### src/rtl/mux17_sel_sequencer.sv
// Select-stream sequencer for one mux_17to1_module lane: turns a nonzero mask into
// a fixed-length burst of select codes, lowest set bit first, zero code for spare slots.
module mux17_sel_sequencer #(
  parameter int unsigned NUM_IN    = 16,
  parameter int unsigned SEL_WIDTH = 5
) (
  input  logic                 clk,
  input  logic                 rst_n,
  input  logic                 in_valid,
  output logic                 in_ready,
  input  logic [NUM_IN-1:0]    in_mask,
  input  logic [SEL_WIDTH-1:0] in_budget,
  output logic                 out_valid,
  input  logic                 out_ready,
  output logic [SEL_WIDTH-1:0] out_sel,
  output logic                 out_last,
  output logic                 drop
);

  localparam logic [SEL_WIDTH-1:0] ZERO_SEL = SEL_WIDTH'(1) << (SEL_WIDTH - 1);

  typedef enum logic [0:0] {IDLE, ISSUE} state_t;

  state_t                 state;
  logic [NUM_IN-1:0]      rem;
  logic [SEL_WIDTH-1:0]   budget;
  logic [SEL_WIDTH-1:0]   slot;

  logic                   fire;
  logic                   accept;
  logic [NUM_IN-1:0]      rem_cleared;
  logic [SEL_WIDTH-1:0]   budget_eff;
  logic [SEL_WIDTH-1:0]   sel_c;

  // Lowest set bit of the pending mask, or the zero code when nothing is pending.
  always_comb begin
    sel_c = ZERO_SEL;
    for (int i = NUM_IN - 1; i >= 0; i--) begin
      if (rem[i]) sel_c = SEL_WIDTH'(i);
    end
  end

  assign out_sel     = sel_c;
  assign out_valid   = (state == ISSUE);
  assign out_last    = (state == ISSUE) && (slot == budget - SEL_WIDTH'(1));
  assign in_ready    = (state == IDLE) || (out_last && out_ready);
  assign fire        = out_valid && out_ready;
  assign accept      = in_valid && in_ready;
  assign rem_cleared = rem & (rem - NUM_IN'(1));
  assign budget_eff  = (in_budget == '0) ? SEL_WIDTH'(1) : in_budget;

  // Burst state: a new entry accepted on the last beat overrides the end-of-burst clear.
  always_ff @(posedge clk or negedge rst_n) begin
    if (!rst_n) begin
      state  <= IDLE;
      rem    <= '0;
      budget <= '0;
      slot   <= '0;
      drop   <= 1'b0;
    end else begin
      drop <= 1'b0;
      if (fire) begin
        if (out_last) begin
          drop  <= |rem_cleared;
          state <= IDLE;
          rem   <= '0;
          slot  <= '0;
        end else begin
          rem  <= rem_cleared;
          slot <= slot + SEL_WIDTH'(1);
        end
      end
      if (accept) begin
        state  <= ISSUE;
        rem    <= in_mask;
        budget <= budget_eff;
        slot   <= '0;
      end
    end
  end

endmodule

### config.mk
export PLATFORM = sky130hd
export DESIGN_NAME = mux17_sel_sequencer
export DESIGN_NICKNAME = d
export VERILOG_FILES = /design/src/rtl/mux17_sel_sequencer.sv
export SDC_FILE = /design/constraint.sdc
export NUM_CORES = 1
export LEC_CHECK = 0
export ABC_AREA = 1
export CAP_MARGIN = 10
export CORE_UTILIZATION = 57
export CTS_BUF_LIST = sky130_fd_sc_hd__clkbuf_16
export DETAILED_ROUTE_END_ITERATION = 7
export PLACE_DENSITY_LB_ADDON = 0.15
export SYNTH_ARGS = -nofsm -noshare
export SYNTH_HDL_FRONTEND = slang
export SYNTH_SLANG_ARGS = --single-unit
### constraint.sdc
create_clock -name clk -period 5.6 [get_ports clk]
set_input_delay 0.56 -clock clk [delete_from_list [all_inputs] [get_ports clk]]
set_output_delay 0.56 -clock clk [all_outputs]
set_load 0.01 [all_outputs]
==> impl_results.md <==
- Status: completed
- CTS buffer count: 3
- Gp weighted congestion: around 0.86
- HP Start: budget[4]
- Placed cell areas: 0.002290 mm^2
- Inst Count DP: 358
- Worst Tran Pin Value: ~1.0 ns
- Met3 Use GR: 0.05330
- Pre-CTS worst setup slack: roughly 2 ns
- Die height: slightly above 60 um
- Distinct cells, synth: 27
- Hold-fix buffers, CTS: 0
- CP endpoint kind: flop
- Die X: approximately 60 um
- Mapped Area: just under 0.002 mm^2
- Initial antenna violation count: 0
- VDD IR-drop max: approximately 0.26 mV
- Initial Util: 0.6198
- CTS tree: done
- R2R setup slack: a little over 3 ns
- Cell area after layout: ~0.0024 mm^2
- Vias in the first global route: 1,654
- Clock skew: between 0.004 and 0.005 ns
- FF-to-FF Start: out_valid
- N_diodes: 0
- Num rows: 20
- Crit start category: input pin
- Met2 GRT Util: 0.4082
- Clock Path Buffers: 2
- Worst path cell trace: clkdlybuf4s50_1 -> nand2_1 -> nand2_1 -> nand4_1 -> xor2_1 -> a21oi_1
- Final Hold Slack: 0.5005 ns
- H-tree depth: 1
- Total power: around 1.3 mW
- Sequential share of the synthesized area: 0.3585
- Worst-case reg-to-reg path depth: 6
- Nets: 346
- Fmax: ~0.29 GHz
- Non-filler cells, final: 362
- Largest net degree at the start of global routing: 36
- Final period util: 0.6176
- Kind of critical path: input pin to flop
- Max FO, Critical Path: 35
- Cell class contributing the biggest share of worst-path delay: simple AND/OR/NAND/NOR gates
- Syn Area/Cell: between 6 and 7 um^2
- Vias: 1,860
- Routed length per instance: approximately 12 um
- Hpwl dp: just under 3000 um
- Core area: about 0.0032 mm^2
- Yosys reg bits: 28
- Slowest library cell on the worst path: nand2_1
- Most frequent cells in the layout: nand2_1, inv_1, nand3_1, clkdlybuf4s50_1, nor2_1
- RR Endpoint: slot[4]
- Clk Latency, worst-skew pair: between 0.2 and 0.3 ns
- TNS Setup: 0 ns
- End-of-flow core utilization: 0.7595
- Clock sink count: 28
- Gr usage total: 0.2537
- Fin crit period: between 3 and 4 ns
- Grt ovf: 0
- P_leak: 1.249 nW
- Worst Hold Endpoint: budget[4]
- I/O pin count: 34
- Post-Syn Instances: slightly below 300
- RSZ-0062 raised after global routing: false
- Max-cap viol count: 0
- Clock slew at reported path FFs: 0.07 ns
- Met1 Use GR: 0.3374
- Routed wire length: approximately 4200 um
- Vias/cell: around 5.1
- Final setup fails: 0
- Setup bufs post-CTS: 0
- Max_slew headroom: 0.3025
- Post_cts resized: 0
- Share of layout cells above drive strength 1: 0.05031
- Crit-path max cell delay: between 0.9 and 1 ns
- Crit path DAT: 3.56 ns
- Routed Antenna Nets: 0
- DRT iter0 DRCs: ~100
- First-pass GRT wire length: 6872 um
- Layout area overhead: 22.54%
- 1st-pass router iterations: 4
- Worst Path Buf+Inv: 1
- Root Buffer: clkbuf_16
- HP Class: flop to flop
- Hold path depth: 2
- DRC viols: 0
- Most used routing layer: met2
- Worst endpoint required time: ~5.7 ns
- Crit path top cell by count: nand2_1
- Slew Viols, Final: 0
- PnR worst setup slack: roughly 2.1 ns
- Die footprint: 0.003667 mm^2
- Final Hold Viols: 0
- I/O Buffers: 33
- Net Count, Synth: ~320
- Power per standard cell area: between 500 and 600 mW/mm^2
- Commonest non-fill, non-tap cell in the layout: nand2_1
- Synth warnings: 0
synth_stat cells:
master	count	area share
a21oi_1	22	0.056
nand2_2	1	0.0032
buf_2	4	0.010
o21ai_0	9	0.023
o21ai_4	1	0.0083
a31oi_1	2	0.0064
nand3b_1	7	0.027
nand3_1	33	0.085
buf_6	2	0.012
a211oi_2	1	0.0064
nand4_1	1	0.0032
nor3_1	3	0.0077
xnor2_1	1	0.0045
xor2_1	5	0.022
buf_1	1	0.0019
nor2_1	31	0.060
clkbuf_1	3	0.0058
ha_1	2	0.013
o21ai_1	1	0.0026
nor4_1	2	0.0064
nand2_1	67	0.13
inv_1	54	0.10
a21oi_2	6	0.027
o211ai_1	1	0.0038
nand3_4	1	0.0090
nor2_4	1	0.0058
dfrtp_1	28	0.36
power breakdown:
group | internal [mW] | switching (mW)
logic | 0.273 | 0.387
registers | 0.296 | 0.0951
clock network | 0.142 | 0.0693
cell families after synthesis:
group	Yosys count	synth area share
flip-flops	28	0.3585
XOR/XNOR	6	0.02689
AND/OR/NAND/NOR	147	0.3348
buffers and inverters	64	0.1332
AO/OA/AOI/OAI	43	0.1338
adder cells (fa/ha/maj)	2	0.01280
worst max path at each step:
stage | start | end | slack, ns | depth (start not counted)
after global routing | in_valid | slot[4] | 1.87 | 6
after detailed placement | in_valid | slot[4] | 1.97 | 6
after floorplan | budget[0] | in_ready | 3.47 | 8
after global placement | in_valid | slot[4] | 2.10 | 6
after CTS | budget[0] | in_ready | 2.17 | 8
final | in_valid | slot[4] | 2.14 | 6
flip-flops by register name, summed over array words and instances, names as in the netlist:
signal     count
slot           5
drop           1
rem           16
out_valid      1
budget         5
worst reg2reg max path: cells and delay by family, from the launching register on:
family	cells	cell delay [ns]
simple gates	3	1.55
buf+inv	1	0.09
flops	1	0.48
xor+xnor	1	0.24
compound gates	1	0.06
layout make-up:
type	count	area [um^2]
fillers	259	758.2
multi-input cells	198	993.5
repair buffers	34	337.8
clock inverters	1	30.03
flip-flops and latches	28	700.7
well taps	44	55.05
inverters	54	202.7
clock buffers	3	75.07
layer usage:
layer / wire length [um] / up-vias
li1: - / 973
met1: 1885 / 800
met2: 1933 / 74
met3: 251 / 13
met4: 108 / 0
met5: 0 / -
Power figures use the tool's default switching activity.
==> RTL edit: new RTL, config.mk and constraints unchanged <==
Change the parameter `SEL_WIDTH` from 5 to 6.
--- a/src/rtl/mux17_sel_sequencer.sv
+++ b/src/rtl/mux17_sel_sequencer.sv
@@ -4,3 +4,3 @@
   parameter int unsigned NUM_IN    = 16,
-  parameter int unsigned SEL_WIDTH = 5
+  parameter int unsigned SEL_WIDTH = 6
 ) (
Ports: changed (resized in_budget and out_sel); port bits go from 34 to 36. No check against the original RTL was run, so the function may have changed too.
==> RTL edit against the original RTL <==
Worst setup slack better by 0.34 ns; design area is 6.5% higher; final cell count is 5.5% higher; routed wire length is 8.2% higher; power is 7.1% higher; synthesized area is 4.7% higher; sequential cell count is 2 higher.
==> RTL edit: results (changes against the original RTL) <==
top flop regs=rem x16, budget x6, slot x6 (was rem x16, budget x5, slot x5); Hold Path Cell Cnt=2 (unchanged); CTS HTree Levels=2 (was 1); clock latency on the worst-skew pair=0.27 ns; worst r2r dst=budget[0]$_DFFE_PN0P_ (was slot[4]$_DFFE_PN0P_); commonest cells in the synthesized netlist=nand2_1 (61), inv_1 (51), nand3_1 (42) (was nand2_1 (67), inv_1 (54), nand3_1 (33)); Cell Count Post-Placement=374 (was 358); Yosys cell types=29 (was 27); dpl ws=2.39 ns (was 1.97 ns); routability cong.=0.860 (was 0.865); fill count=292 (was 259); Synth Net Count=331 (was 317); worst-path maximum fanout=22 (was 35); power density over cell area=530 mW/mm^2 (was 527 mW/mm^2); via count=2025 (was 1860); Avg Vias per Cell=5.30 (was 5.14); R2R depth=9 (was 6); Worst-path clk slew=0.05 ns (was 0.07 ns); register bit total from synthesis=30 (was 28); Data arrival, critical path=2.56 ns (was 3.56 ns); run status=completed (unchanged); Layout Cell Area excl Fill=0.00255 sq mm (was 0.00239 sq mm); Clock Power Share=21.8% (was 16.8%); crit path from=budget[0]$_DFFE_PN0P_ (was in_valid); clock buffer count=5 (was 3); non-clock buffer count=36 (was 34); clk_skew=0.00498 ns (was 0.00495 ns); cells after synthesis=303 (was 290); P_comb=0.000648 W (was 0.000660 W); ANT cells=0 (unchanged); port buffer count=34 (was 33); vias in the first global route=1787 (was 1654); hold path startpoint=budget[5]$_DFFE_PN0P_ (was budget[4]$_DFFE_PN0P_); Nets=363 (was 346); CP max-delay cell=clkdlybuf4s50_1 (was nand2_1); final hold slack=0.498 ns (was 0.500 ns); Layout clock area frac=6.38% (was 4.39%); Seq/total area=29.4% (was 29.3%); Tot GR Track Use=27.4% (was 25.4%); Area after DPL=0.00239 sq mm (was 0.00229 sq mm); Worst setup endpoint=in_ready (was slot[4]$_DFFE_PN0P_); Worst Tran Pin Value=0.876 ns (was 1.04 ns); first-pass GRT wire length=7.51 mm (was 6.87 mm); DP Wirelength=3.08 mm (was 2.94 mm); Seq/Total Area, Yosys=36.7% (was 35.9%); CP peak stage delay=0.63 ns (was 0.95 ns); Setup crit end kind=output port (was flop); WL/cell=11.8 um (was 11.5 um); non-clk buf share=13.9% (was 14.1%); synthesized area per cell=6.75 sq um (was 6.74 sq um); leading post-synthesis cells by cell area=dfrtp_1 (37%), nand2_1 (11%), nand3_1 (10%) (was dfrtp_1 (36%), nand2_1 (13%), inv_1 (10%)); Net Sw Frac=41.6% (was 43.7%); largest net degree at the start of global routing=32 (was 36); Inverters excl. clock=52 (was 54); #MultiIn Comb=210 (was 198); static leakage=1.31 nW (was 1.25 nW); fraction of area in multi-input gates=40.3% (was 41.5%); R2R setup slack=3.35 ns (was 3.03 ns); Min-Delay Endpoint=budget[5]$_DFFE_PN0P_ (was budget[4]$_DFFE_PN0P_); share of cells above drive strength 1=5.36% (was 5.03%)
-- RTL edit: changes by cell type after synthesis, sizes merged, moves of 2 or more --
cell	before	now
dfrtp	28	30
buf	7	9
nand3	34	42
nand3b	7	1
a21oi	28	23
o21ai	11	9
nor3	3	8
inv	54	52
nand2	68	64
nor2	32	40
xnor2	1	7
a21boi	0	2
-- RTL edit: logic make-up after synthesis --
family                     synth area share, %
and+or+nand+nor                           33.8
buffers and inverters                     13.0
AOI/OAI and AO/OA                         9.97
DFF                                       36.7
xor gates and xnor gates                  5.14
adders and majority gates                 1.22
other                                    0.183
-- RTL edit: routing by layer --
layer	part of all wire (%)	GRT usage, %	wire, um	up-vias
met3	4.3	6.21	195	9
met4	1.7	13.7	76	0
met2	47	43.6	2110	63
li1	-	-	-	1015
met1	47	35.3	2140	938
met5	0	0	0	-
-- RTL edit: worst max-delay path, delay by kind of cell (launching register included) --
family,cells,cell delay [ns]
simple gates,3,0.66
flops,1,0.40
xor+xnor,2,0.29
buf+inv,2,0.72
fa+ha+maj,1,0.22
